==> config.mk <==
export PLATFORM = sky130hd
export DESIGN_NAME = operand_stager
export DESIGN_NICKNAME = d
export VERILOG_FILES = /design/src/rtl/stager_pkg.sv /design/src/rtl/stager_lane_fifo.sv /design/src/rtl/operand_stager.sv
export SDC_FILE = /design/constraint.sdc
export NUM_CORES = 1
export LEC_CHECK = 0
export ABC_AREA = 1
export CORE_MARGIN = 2
export CORE_UTILIZATION = 35
export CTS_CLUSTER_DIAMETER = 40
export DETAILED_ROUTE_END_ITERATION = 16
export GPL_ROUTABILITY_DRIVEN = 0
export GPL_TIMING_DRIVEN = 0
export PLACE_DENSITY_LB_ADDON = 0.15
export SLEW_MARGIN = 20
export SYNTH_ARGS = -nofsm -noshare
export SYNTH_HDL_FRONTEND = slang
export SYNTH_HIERARCHICAL = 1
export SYNTH_SLANG_ARGS = --single-unit
==> constraint.sdc <==
create_clock -name clk -period 4.98 [get_ports clk]
set_clock_uncertainty 0.05 [all_clocks]
set_input_delay 1.494 -clock clk [delete_from_list [all_inputs] [get_ports clk]]
set_output_delay 1.494 -clock clk [all_outputs]
set_load 0.02 [all_outputs]
==> src/rtl/stager_pkg.sv <==
// Shared types for the operand staging buffer: FSM state encoding and err bit positions.
package stager_pkg;
    typedef enum logic [1:0] {IDLE, STREAM, DRAIN} state_e;

    localparam int ERR_OVF = 0;
    localparam int ERR_UNF = 1;
    localparam int ERR_COL = 2;
endpackage

==> src/rtl/stager_lane_fifo.sv <==
// One staging lane: DEPTH-entry FIFO with occupancy count and a registered, zeroed-when-idle output.
module stager_lane_fifo #(
    parameter int DEPTH = 4,
    parameter int DW    = 16,
    localparam int AW   = (DEPTH > 1) ? $clog2(DEPTH) : 1,
    localparam int CW   = $clog2(DEPTH + 1)
) (
    input  logic          clk,
    input  logic          rst,
    input  logic          push_i,
    input  logic [DW-1:0] push_data_i,
    input  logic          pop_i,
    output logic [CW-1:0] count_o,
    output logic          full_o,
    output logic          empty_o,
    output logic          ovf_o,
    output logic          vld_o,
    output logic [DW-1:0] data_o
);
    logic [DEPTH-1:0][DW-1:0] mem_q;
    logic [AW-1:0]            rd_q, wr_q;
    logic [CW-1:0]            cnt_q, cnt_d;
    logic                     pop_ok, push_ok;

    function automatic logic [AW-1:0] wrap_inc(input logic [AW-1:0] p);
        return (p == AW'(DEPTH - 1)) ? '0 : p + 1'b1;
    endfunction

    // A pop in the same cycle frees a slot, so a full lane can still accept.
    assign pop_ok  = pop_i && (cnt_q != '0);
    assign push_ok = push_i && ((cnt_q != CW'(DEPTH)) || pop_ok);
    assign ovf_o   = push_i && !push_ok;
    assign cnt_d   = cnt_q + CW'(push_ok) - CW'(pop_ok);

    assign count_o = cnt_q;
    assign full_o  = (cnt_q == CW'(DEPTH));
    assign empty_o = (cnt_q == '0);

    always_ff @(posedge clk) begin
        if (!rst) begin
            rd_q   <= '0;
            wr_q   <= '0;
            cnt_q  <= '0;
            vld_o  <= 1'b0;
            data_o <= '0;
        end else begin
            cnt_q <= cnt_d;
            if (push_ok) wr_q <= wrap_inc(wr_q);
            if (pop_ok) begin
                rd_q   <= wrap_inc(rd_q);
                vld_o  <= 1'b1;
                data_o <= mem_q[rd_q];
            end else begin
                vld_o  <= 1'b0;
                data_o <= '0;
            end
        end
    end

    always_ff @(posedge clk) begin
        if (push_ok) mem_q[wr_q] <= push_data_i;
    end
endmodule

==> src/rtl/operand_stager.sv <==
// N-lane operand staging buffer releasing lanes as a diagonal wavefront into the systolic array.
// Define OPERAND_STAGER_FEEDBACK_EN to build the activation writeback path and collision check.
module operand_stager
    import stager_pkg::*;
#(
    parameter int N      = 2,
    parameter int DEPTH  = 4,
    parameter int DW     = 16,
    localparam int LW    = (N > 1) ? $clog2(N) : 1,
    localparam int LENW  = $clog2(DEPTH + 1)
) (
    input  logic                 clk,
    input  logic                 rst,
    input  logic                 load_valid,
    input  logic [LW-1:0]        load_lane,
    input  logic signed [DW-1:0] load_data,
    input  logic [N-1:0]         fb_valid,
    input  logic [N*DW-1:0]      fb_data,
    input  logic                 start,
    input  logic [LENW-1:0]      len,
    output logic [N-1:0]         out_valid,
    output logic [N*DW-1:0]      out_data,
    output logic                 busy,
    output logic                 done,
    output logic [2:0]           err
);
    localparam int CW = $clog2(N + (1 << LENW)) + 1;

    state_e                 state_q;
    logic [CW-1:0]          cyc_q, c_sel, len_sel;
    logic [LENW-1:0]        len_q;
    logic [2:0]             err_q, err_set;
    logic [N-1:0]           push, pop, ovf, lane_short, unused_full, unused_empty;
    logic [N-1:0][DW-1:0]   push_data, lane_data;
    logic [N-1:0][LENW-1:0] count;
    logic                   host_bad, collide, idle_like, win, accept, underflow;

    always_comb begin
        push      = '0;
        push_data = '0;
        collide   = 1'b0;
        host_bad  = load_valid && (32'(load_lane) >= 32'(N));
        for (int i = 0; i < N; i++) begin
`ifdef OPERAND_STAGER_FEEDBACK_EN
            if (fb_valid[i]) begin
                push[i]      = 1'b1;
                push_data[i] = fb_data[i*DW +: DW];
                if (load_valid && (32'(load_lane) == 32'(i))) collide = 1'b1;
            end else if (load_valid && (32'(load_lane) == 32'(i))) begin
                push[i]      = 1'b1;
                push_data[i] = load_data;
            end
`else
            if (load_valid && (32'(load_lane) == 32'(i))) begin
                push[i]      = 1'b1;
                push_data[i] = load_data;
            end
`endif
        end
    end

`ifndef OPERAND_STAGER_FEEDBACK_EN
    logic unused_fb;
    assign unused_fb = ^{fb_valid, fb_data};
`endif

    // DRAIN behaves like IDLE for start so back-to-back streams need no gap state.
    assign idle_like = (state_q == IDLE) || (state_q == DRAIN);
    assign underflow = idle_like && start && (len != '0) && (|lane_short);
    assign accept    = idle_like && start && (len != '0) && !(|lane_short);

    // The accepting edge is stream cycle 0, so lane 0 pops on the same edge.
    assign win     = accept || (state_q == STREAM);
    assign c_sel   = accept ? '0 : cyc_q;
    assign len_sel = accept ? CW'(len) : CW'(len_q);

    always_comb begin
        err_set          = '0;
        err_set[ERR_OVF] = host_bad || (|ovf);
        err_set[ERR_UNF] = underflow;
        err_set[ERR_COL] = collide;
    end

    for (genvar g = 0; g < N; g++) begin : g_lane
        assign lane_short[g] = (count[g] < len);
        assign pop[g] = win && (c_sel >= CW'(g)) && (c_sel < CW'(g) + len_sel);

        stager_lane_fifo #(.DEPTH(DEPTH), .DW(DW)) u_fifo (
            .clk         (clk),
            .rst         (rst),
            .push_i      (push[g]),
            .push_data_i (push_data[g]),
            .pop_i       (pop[g]),
            .count_o     (count[g]),
            .full_o      (unused_full[g]),
            .empty_o     (unused_empty[g]),
            .ovf_o       (ovf[g]),
            .vld_o       (out_valid[g]),
            .data_o      (lane_data[g])
        );
    end

    assign out_data = lane_data;
    assign err      = err_q;

    always_ff @(posedge clk) begin
        if (!rst) begin
            state_q <= IDLE;
            cyc_q   <= '0;
            len_q   <= '0;
            busy    <= 1'b0;
            done    <= 1'b0;
            err_q   <= '0;
        end else begin
            done  <= 1'b0;
            err_q <= err_q | err_set;
            case (state_q)
                IDLE, DRAIN: begin
                    state_q <= IDLE;
                    busy    <= 1'b0;
                    if (start && (len == '0)) begin
                        state_q <= DRAIN;
                        done    <= 1'b1;
                    end else if (accept) begin
                        state_q <= STREAM;
                        busy    <= 1'b1;
                        len_q   <= len;
                        cyc_q   <= CW'(1);
                    end
                end
                STREAM: begin
                    if (cyc_q == CW'(len_q) + CW'(N - 1)) begin
                        state_q <= DRAIN;
                        busy    <= 1'b0;
                        done    <= 1'b1;
                    end else begin
                        cyc_q <= cyc_q + 1'b1;
                    end
                end
                default: state_q <= IDLE;
            endcase
        end
    end
endmodule

==> results of run 1 <==
-- metal layers --
metal	global-route usage, %	part of all wire [%]
met1	20.6	48
met2	25.3	47
met3	3.44	4.4
met4	3.93	0.82
met5	0	0
-- timing repair --
action | in CTS | in global routing
buffers inserted | 6 | 3
pin swaps | 7 | 8
gates resized for setup | 19 | 15
setup endpoints to repair | 66 | 4
-- registers in the layout, summed over array words and instances (netlist names) --
| register | cells |
|---|---|
| g_lane.u_fifo/mem_q | 128 |
| g_lane.u_fifo/wr_q | 4 |
| cyc_q | 5 |
| len_q | 3 |
| g_lane.u_fifo/rd_q | 4 |
| done | 1 |
| state_q | 2 |
| g_lane.u_fifo/count_o | 6 |
| g_lane.u_fifo/data_o | 32 |
| g_lane.u_fifo/vld_o | 2 |
| err | 2 |
| busy | 1 |
-- worst register-to-register path, stage by stage, from the launching register on --
cell and delay (ns):
dfxtp_1 0.38, ha_4 0.30, nand2_1 0.05, inv_1 0.04, nand2_1 0.05, nand2_2 0.09
nand3_4 0.15, nand2_2 0.12, o21ai_2 0.07, ha_1 0.21, xor2_1 0.16, ha_1 0.31
a21oi_2 0.15, o211ai_1 0.08, inv_1 0.06, nand2_1 0.08, nor2_4 0.11, inv_2 0.05
nand3_4 0.11, nand2_8 0.08, ha_4 0.27, inv_1 0.03, ha_1 0.19, fa_2 0.53
nand2_1 0.05, inv_1 0.05
-- area by class of cell --
class | count | area share, %
flip-flops and latches | 190 | 51.4
repair buffers | 78 | 7.89
plain buffers | 30 | 2.44
clock inverters | 14 | 1.23
inverters | 90 | 3.49
multi-input cells | 474 | 25.6
clock buffers | 18 | 4.34
well taps | 285 | 3.60
-- power by group --
part / total (W) / internal, W / switching, W
combinational: 0.000238 / 0.0000899 / 0.000148
sequential: 0.00174 / 0.00172 / 0.0000194
clock: 0.00127 / 0.000657 / 0.000616
-- worst max-delay path by stage --
stage | start | endpoint | slack, ns
2_1_floorplan | len[2] | g_lane[1].u_fifo/count_o[2] | 0.03
4_1_cts | len[1] | g_lane[1].u_fifo/count_o[2] | 0.06
5_1_grt | start | g_lane[1].u_fifo/count_o[1] | -0.02
6_report | start | g_lane[1].u_fifo/count_o[1] | 0.17
3_3_place_gp | len[2] | g_lane[1].u_fifo/mem_q[55] | -1.41
3_5_place_dp | len[2] | g_lane[1].u_fifo/count_o[2] | -1.0
-- layout by cell type, fill, tap and decap left out, types with 8 or more instances in the layout --
| cell | count |
|---|---|
| clkbuf_16 | 17 |
| o21ai_0 | 10 |
| nor2_2 | 12 |
| o21ai_1 | 59 |
| nor2_1 | 196 |
| nand3_1 | 16 |
| edfxtp_1 | 128 |
| nand2_1 | 64 |
| clkdlybuf4s50_1 | 58 |
| nand2_2 | 8 |
| ha_1 | 23 |
| buf_2 | 8 |
| a21oi_1 | 42 |
| buf_4 | 13 |
| dfxtp_1 | 62 |
| buf_6 | 18 |
| inv_1 | 79 |
-- metrics by stage --
stage          instances  total power [W]  TNS [ns]  area (µm²)  setup WS, ns
2_1_floorplan        784          0.00192         0        8070        0.0298
3_3_place_gp        1130          0.00199   -167.56        9030         -1.41
3_5_place_dp        1138          0.00200    -66.94        9160        -0.995
4_1_cts             1176          0.00329         0        9830        0.0607
5_1_grt             1179          0.00340   -0.0244        9890       -0.0160
6_report            1179          0.00325         0        9890         0.166
==> reports/summary.md, run 1 <==
CTS saw 190 sinks. From synthesis to final layout, the design area changed by 22.7%. The tools report the floorplan core area as 22,600 µm². The logs give 28.1 mm for the first-pass GRT wire length and 0 for the remaining global-route overflow. Share of post-route cells with drive strength above 1: 15.0%. The worst ir drop on vdd is 0.226 mV, and the highest cell delay on the worst timing path is 0.53 ns. Hold repair after CTS inserted 0 buffers. TritonCTS built the clock tree. For the via count of the first global-routing pass, the log shows 5,237.

Dividing the detail-routed via count by the number of cells gives 4.58. Overall die height: 156 µm. For the endpoint required time on the critical path, the log shows 5.31 ns.

The initial detailed-routing violation count is 291, and the number of inserted filler cells in the final layout is 2,154. The area of all sequential standard cells was 5080 µm²; the reg2reg setup slack was 1.12 ns. The first TritonRoute pass finished after 5 iterations. For hold timing, the worst endpoint is err[1]. The initial antenna violation count was 0. The worst setup path is launched from a primary input.

TritonCTS created 17 clock buffers. The run gives 2530 µm² as the total area of multi-input combinational cells. The worst setup path is of the in -> reg kind.

Yosys printed 6 warnings. Measured along the x axis, the die boundary spans 156 µm. The clock latency on the worst-skew pair is 0.43 ns. During placement, the flow inserted port buffers numbering 61. After detailed routing, the number of remaining DRC violations is 0. In this run the deepest clock path goes through 2 buffers. Library cell contributing the largest single delay on the critical path: fa_2. Headroom to the max-slew limit came out at 65.5%.

The flow ran to the end, and the final reports show no timing, DRC or antenna violations. The type of the tightest min-delay check was reg -> reg. The gate family responsible for the most delay along the worst path is adder cells. For the count of nets left with antenna violations after detail routing, the log shows 0.

The worst hold margin came out at 0.434 ns. During I/O placement, the number of pins put on the boundary was 97. The combined buffer and inverter count along the critical path was 5; the count of antenna diodes in the layout was 0. In this run the power density over the cells is 329 nW/µm². The tools report the count of maximum capacitance violations as 0. The capturing point of the worst reg2reg path is g_lane[1].u_fifo/count_o[1]. The arrival time of data at the critical path endpoint came out at 5.14 ns.

Number of cell instances on the worst register-to-register path: 25. The post-synthesis net count is 870, and the overall global routing resource usage is 15.4%. The start of the worst register-to-register path is g_lane[1].u_fifo/count_o[2].

Subtracting the final worst setup slack from the clock period gives 4.81 ns. The logs give 3.87 nW for the total leakage power and 0 for the number of max-slew violations in the final report. The run gives 35.6% as the starting density of the core.

The logs give 0 for the number of setup violations in the final report and 24,300 µm² for the die outline area. For the post-route core utilization, the log shows 43.7%. In the final routed layout, each cell accounts on average for 15.1 µm.

The final layout contains 967 nets. The root buffer cell is clkbuf_16. The mapped netlist covers 8060 µm². Total routed wirelength: 17.8 mm. For this run, the top clock speed supported by timing is 208 MHz. Entering global routing, the biggest net connects 19 pins. The instance count on the critical path works out to 23. The clock slew seen by the registers of the worst setup and hold paths is 0.07 ns, and the count of mapped cells out of synthesis is 784. The final number of hold-violating endpoints was 0.

The worst setup path is captured at a register. The mean instance size in the synthesized netlist is 10.3 µm². Walking the worst path, the cells encountered are clkdlybuf4s50_1 -> nand2_2 -> a21oi_4 -> nand3_4 -> nand2_2 -> o21ai_2 -> ha_1 -> xor2_1 -> ha_1 -> a21oi_2 -> o211ai_1 -> inv_1 -> nand2_1 -> nor2_4 -> inv_2 -> nand3_4 -> nand2_8 -> ha_4 -> inv_1 -> ha_1 -> fa_2 -> nand2_1 -> inv_1.

Once detailed placement completed, the half-perimeter wirelength came to 12.3 mm. The vias after detailed routing came out at 5,401. Of all nets on the critical path, the largest fanout is 7. In this run the most critical hold path is launched from err[1]. For the pin with the worst max-slew slack, the measured transition is 0.517 ns. The worst hold path depth is 2, and the share of the clock period used by the worst path is 96.7%. The H-tree was split into 4 levels.

Row generation in the floorplan step produced 55 rows.
Note: power is estimated with default switching activity, not from simulation.
==> inputs of run 2 (changes only) <==
Settings changed: DONT_BUFFER_PORTS set to 1.
==> run 2 against run 1 <==
  * Via count grew 0.19%
  * Critical endpoint unchanged
  * Total power grew 2.5%
  * Global-route usage grew 0.23 points
  * Clock power increased by 9%
  * Highest routed layer unchanged
==> reports/summary.md, run 2 (same netlist as run 1, synthesis figures left out) <==
In the layout the commonest cells are nor2_1 (197), edfxtp_1 (128), inv_1 (82). The run gives 0 (unchanged) as the DRC violations left. The type of the tightest min-delay check was reg -> reg. The arrival time of data at the critical path endpoint came out at 5.12 ns (-0.02 ns). The worst setup path is of the in -> reg kind.

The register with the most flip-flops was g_lane.u_fifo/mem_q. The share of the clock period used by the worst path is 96.0% (-0.66 points). The die outline area was 24,300 µm² (unchanged); the final critical path time including I/O delays and setup was 4.78 ns (-0.0330 ns). The fmax came out at 209 MHz (+0.69%).

The area of placed instances came out at 8550 µm² (-6.6%). The largest buffer count on any clock path is 2 (unchanged), and the total chip power is 0.00333 W (+2.5%). The iteration count of the initial detailed-routing pass was 5 (unchanged); the starting density of the core was 35.6% (unchanged). The clock slew seen by the registers of the worst setup and hold paths was 0.07 ns (about the same); the clock buffer count from CTS was 17 (unchanged). The run gives 3.72% (+0.28 points) as the global routing met3 resource utilization. The count of clock tree sinks came out at 190 (unchanged). For the final instance area, the log shows 9310 µm² (-5.9%).

The type of element capturing the critical path is a register. The die boundary width works out to 156 µm (unchanged). The I/O pin count is 97 (unchanged), and the count of hold-fix buffers inserted at cts is 0 (unchanged). The logs give 0 (unchanged) for the count of antenna diodes in the layout and 1.05 ns (-0.07 ns) for the reg2reg setup slack.

The count of maximum capacitance violations is 0 (unchanged), and the met1 track utilization from global routing is 20.5% (-0.079 points). For the first-pass GRT wire length, the log shows 28.5 mm (+1.4%). The root buffer cell chosen for the clock tree is clkbuf_16. The maximum net fanout on the critical path works out to 6 (-1). Setup repair after global routing left no endpoint under its margin.

The floorplan core area is 22,600 µm² (unchanged), and the number of rows in the core area is 55 (unchanged). The met2 global-route usage is 25.6% (+0.27 points), and the number of port buffers is 0 (-100%). The remaining global-route overflow was 0 (unchanged); the via density per instance was 4.84 (+5.6%). The tools report the total area of multi-input combinational cells as 2490 µm² (-1.8%).

The logs give 0.43 ns (about the same) for the clock latency on the worst-skew pair and 5,411 (+0.19%) for the vias after detailed routing. The total routed wirelength is 18.4 mm (+3.2%), and the worst slew margin relative to its limit is 55.0% (-10 points). Overall global routing resource usage: 15.6% (+0.23 points).

The worst setup path is launched from a primary input. The initial detailed-routing violation count was 349 (+20%); the total leakage power was 3.68 nW (-5.0%). The power density normalized to cell area is 358 nW/µm² (+8.9%). The post-route core utilization is 41.1% (-2.6 points), and the count of nets left with antenna violations after detail routing is 0 (unchanged).

The highest cell delay on the worst timing path is 0.52 ns (about the same), and the initial antenna violation count is 0 (unchanged). The number of setup violations in the final report is 0 (unchanged). The run finished with clean final reports. The share of post-route cells with drive strength above 1 was 15.0% (about the same). The most common cell after layout, fill and taps aside is nor2_1.

The average wire per cell in the routed design is 16.4 µm (+8.8%). The endpoint required time on the critical path came out at 5.31 ns (about the same). The worst hold margin is 0.465 ns (+0.0310 ns). The logs give 5080 µm² (unchanged) for the area of all sequential standard cells and 907 (-6.2%) for the layout net count. The final number of hold-violating endpoints is 0 (unchanged). From synthesis to final layout, the design area changed by 15.5%. The run gives 2,152 (-0.093%) as the number of inserted filler cells in the final layout. The number of max-slew violations in the final report was 0 (unchanged). The estimated wirelength of the detail-placed design is 12.7 mm (+3.8%), and the flip-flop count of the largest register, all copies and words added is 128 (unchanged). TritonCTS built the clock tree.

The cell that appears most often on the critical path is inv_1. The transition at the pin with the smallest max-transition slack is 0.674 ns (+0.157 ns), and the worst ir drop on vdd is 0.178 mV (-21%). The global routing stage identified its most utilized layer as met2. The overall die height is 156 µm (unchanged), and the via count of the first global-routing pass is 5,320 (+1.6%). The H-tree depth was 4 (unchanged). Library cell contributing the largest single delay on the critical path: fa_2. The tools report the pin count of the biggest net entering global routing as 19 (unchanged).
## run 2: final timing paths
kind / start / end / cells past startpoint
worst max-delay path: len[2] / g_lane[1].u_fifo/count_o[1] / 28
worst min-delay path: g_lane[0].u_fifo/mem_q[48] / g_lane[0].u_fifo/data_o[0] / 2
worst min register to register: g_lane[0].u_fifo/mem_q[48] / g_lane[0].u_fifo/data_o[0] / 2
worst max register to register: g_lane[0].u_fifo/count_o[1] / g_lane[1].u_fifo/count_o[1] / 26
## run 2: report_power, final
part | total, W | internal, W | switching (W)
Sequential | 0.00174 | 0.00172 | 0.0000222
Combinational | 0.000214 | 0.0000724 | 0.000142
Clock | 0.00138 | 0.000740 | 0.000635
Total | 0.00333 | 0.00253 | 0.000799
## run 2: critical path, delay by kind of cell
kind	cells	cell delay, ns
fa+ha+maj	5	1.62
simple gates	12	1.00
buf+inv	9	0.81
compound gates	2	0.16
## run 2: layout make-up
type / instances / share of cell area [%]
Clock buffer: 19 / 4.87
Tap cell: 285 / 3.83
Sequential cell: 190 / 54.6
Buffer: 30 / 2.59
Multi-Input combinational cell: 474 / 26.7
Inverter: 90 / 3.72
Clock inverter: 13 / 1.61
Timing Repair Buffer: 18 / 2.02
## run 2: repair_timing
action                                  in CTS  in global routing
gates resized for setup                      1                 17
buffers inserted                             1                  9
pin swaps                                    1                  3
endpoints found under the setup margin       2                 25
## run 2: per-layer routing
metal  wire length (µm)  part of all wire, %  vias up
met5                  0                    0        -
met1               8360                   46     2613
met2               8850                   48      130
met4                237                  1.3        0
met3                930                  5.1       21
li1                   -                    -     2647
## run 2: per-stage QoR
step | instances | setup TNS, ns | setup slack (ns)
3_3_place_gp | 1069 | -109.78 | -0.910
2_1_floorplan | 784 | 0 | 0.0298
6_report | 1119 | 0 | 0.199
5_1_grt | 1119 | 0 | 0.00904
3_5_place_dp | 1077 | -20.29 | -0.557
4_1_cts | 1110 | 0 | 0.0153
==> inputs of run 3 (changes only) <==
Settings changed: SKIP_LAST_GASP set to 1.
Clock period 4.98 ns to 3.9 ns, I/O delays scaled along.
==> run 3 against run 2 <==
  * The flow now finishes with violations (negative setup slack)
  * Sequential power up 28%
  * Total power up 25%
  * Cell count up 1.1%
  * Core utilization up 1.6 points
  * Critical path depth down 2
  * Via count down 4.0%
  * Final area up 3.8%
  * Setup slack worse by 0.53 ns
  * Wire length down 3.0%
  * Combinational power up 46%
  * Worst hold slack better by 0.0059 ns
  * Largest power group unchanged
  * Highest routed layer unchanged
==> reports/summary.md, run 3 (same netlist as run 1, synthesis figures left out) <==
The estimated wirelength of the detail-placed design came out at 11.8 mm (-7.4%). Overall global routing resource usage: 15.3% (-0.31 points). Number of cell instances on the worst register-to-register path: 25 (-3.8%).

Start of the worst register-to-register path: g_lane[1].u_fifo/count_o[2]. The capture point of the critical path is g_lane[1].u_fifo/count_o[2]. The run gives 42.7% (+1.6 points) as the post-route core utilization. The tools report the starting density of the core as 35.6% (unchanged). Ranked by flip-flop count, first place goes to g_lane.u_fifo/mem_q. For the H-tree depth, the log shows 4 (unchanged). The logs give 0.43 ns (about the same) for the clock latency on the worst-skew pair and 27.5 mm (-3.5%) for the first-pass GRT wire length.

The logs give 2 (unchanged) for the largest buffer count on any clock path and 0 (unchanged) for the initial antenna violation count. The area added between synthesis and finish works out to 19.9%. The highest cell delay on the worst timing path is 0.35 ns (-0.17 ns). The worst slack after detailed placement came out at -1.09 ns (-0.534 ns). The number of max-slew violations in the final report is 0 (unchanged).

The count of hold-fix buffers inserted at cts came out at 0 (unchanged). The arrival time of data at the critical path endpoint came out at 4.51 ns (-0.61 ns). The most critical setup path has its startpoint at len[2].

Initial detailed-routing violation count: 331 (-5.2%). The library cells used most frequently in the layout, excluding fill and tap cells, are nor2_1 (195), edfxtp_1 (128), inv_1 (74). The final number of hold-violating endpoints was 0 (unchanged); the die boundary width was 156 µm (unchanged). TritonCTS built the clock tree. Type of the tightest min-delay check: reg -> reg.

The share of post-route cells with drive strength above 1 was 19.0% (+4.0 points); the reg2reg setup slack was 0.15 ns (-0.90 ns). For the die outline area, the log shows 24,300 µm² (unchanged). The tree is rooted in a clkbuf_16. The run gives 5,193 (-4.0%) as the vias after detailed routing. The tools report the layout net count as 919 (+1.3%). Power density normalized to cell area: 433 nW/µm² (+21%). The overall die height is 156 µm (unchanged), and the average wire per cell in the routed design is 15.8 µm (-4.0%).

Number of port buffers: 0 (unchanged). The most common cell after layout, fill and taps aside is nor2_1. For the fmax, the log shows 236 MHz.

The count of antenna diodes in the layout was 0 (unchanged). The capturing point of the worst reg2reg path is g_lane[1].u_fifo/count_o[2]. The transition at the pin with the smallest max-transition slack was 0.721 ns (+0.0466 ns). Final critical path time including I/O delays and setup: 4.23 ns. The run gives 19 (unchanged) as the pin count of the biggest net entering global routing. The run gives 190 (unchanged) as the count of clock tree sinks. Worst hold margin: 0.471 ns (+0.00588 ns). Library cell contributing the largest single delay on the critical path: fa_2. The sum of negative setup slack was -1.47 ns (-1.47 ns); the floorplan core area was 22,600 µm² (unchanged). Via count of the first global-routing pass: 5,037 (-5.3%). Count of nets left with antenna violations after detail routing: 0 (unchanged). The kind of start point of the critical path was a primary input. The critical path class was in -> reg.

The flip-flop count of the largest register, all copies and words added was 128 (unchanged); the clock slew seen by the registers of the worst setup and hold paths was 0.07 ns (about the same). For the endpoint required time on the critical path, the log shows 4.18 ns (-1.13 ns). The total leakage power is 3.75 nW (+1.9%), and the total routed wirelength is 17.8 mm (-3.0%). Among the stages of the critical path, the cell type that occurs most often is ha_4. The via density per instance works out to 4.59 (-5.0%).

The number of rows in the core area is 55 (unchanged). The final reports fail on negative setup slack. The logs give -0.334 ns (-0.533 ns) for the setup slack of the critical path after layout and 51.8% (-3.2 points) for the worst slew margin relative to its limit. The DRC violations left is 0 (unchanged). STA classifies the critical path endpoint as a register. The iteration count of the initial detailed-routing pass is 5 (unchanged), and the remaining global-route overflow is 0 (unchanged). Dividing the final minimum period by the clock period gives 109%.

For the number of setup violations in the final report, the log shows 33 (+33). The I/O pin count came out at 97 (unchanged). The run gives 2,117 (-1.6%) as the number of inserted filler cells in the final layout. The total chip power was 0.00418 W (+25%); the clock buffer count from CTS was 17 (unchanged). The run finished, with violations left. Setup repair after global routing could not meet its margin everywhere. The worst ir drop on vdd was 0.272 mV (+53%).

The count of maximum capacitance violations is 0 (unchanged). The maximum net fanout on the critical path works out to 7 (+1).
run 3: worst min path at each step:
stage | startpoint | end | slack, ns | cells after the start
finish | g_lane[0].u_fifo/mem_q[54] | g_lane[0].u_fifo/data_o[6] | 0.47 | 2
global route | g_lane[0].u_fifo/mem_q[52] | g_lane[0].u_fifo/data_o[4] | 0.50 | 2
CTS | g_lane[0].u_fifo/mem_q[50] | g_lane[0].u_fifo/data_o[2] | 0.48 | 2
detailed placement | g_lane[1].u_fifo/mem_q[58] | g_lane[1].u_fifo/data_o[10] | 0.46 | 2
global placement | g_lane[1].u_fifo/mem_q[58] | g_lane[1].u_fifo/data_o[10] | 0.45 | 2
floorplan | g_lane[0].u_fifo/mem_q[48] | g_lane[0].u_fifo/data_o[0] | 0.43 | 2
run 3: layout make-up:
cell class	count	area, µm²	area share, %
clock buffer	20	457	4.73
timing repair buffer	30	377	3.90
inverter	90	350	3.63
multi-input combinational	474	2690	27.9
tap	285	357	3.69
buffer	30	245	2.54
clock inverter	12	100	1.04
sequential	190	5080	52.6
run 3: worst max-delay path, delay by kind of cell:
family / cells / cell delay, ns
AND/OR/NAND/NOR: 9 / 0.75
buffers and inverters: 6 / 0.45
XOR/XNOR: 2 / 0.34
adder cells (fa/ha/maj): 6 / 1.52
AO/OA/AOI/OAI: 3 / 0.28
run 3: metrics by stage:
stage / cell area, µm² / std cells
after global placement: 8550 / 1069
after floorplan: 8190 / 784
after detailed placement: 8610 / 1073
final: 9660 / 1131
after global routing: 9660 / 1131
after CTS: 9500 / 1126
run 3: repair_timing:
| action | 4_1_cts | 5_1_grt |
|---|---|---|
| gates cloned | 1 | 0 |
| setup endpoints to repair | 134 | 118 |
| pin swaps | 16 | 22 |
| endpoints found under the hold margin | 0 | 0 |
| setup buffers | 20 | 6 |
| gates resized for setup | 16 | 26 |
run 3: power breakdown:
part | switching (W) | leakage (nW) | internal (W)
clock | 0.000775 | 0.275 | 0.000867
sequential | 0.0000286 | 1.69 | 0.00220
combinational | 0.000196 | 1.78 | 0.000117
total | 0.000999 | 3.75 | 0.00318
run 3: metal layers:
| layer | GRT usage [%] | vias up | wire length (µm) |
|---|---|---|---|
| li1 | - | 2663 | - |
| met3 | 3.47 | 9 | 630 |
| met2 | 24.5 | 85 | 8390 |
| met1 | 20.7 | 2436 | 8660 |
| met4 | 4.50 | 0 | 150 |
| met5 | 0 | - | 0 |
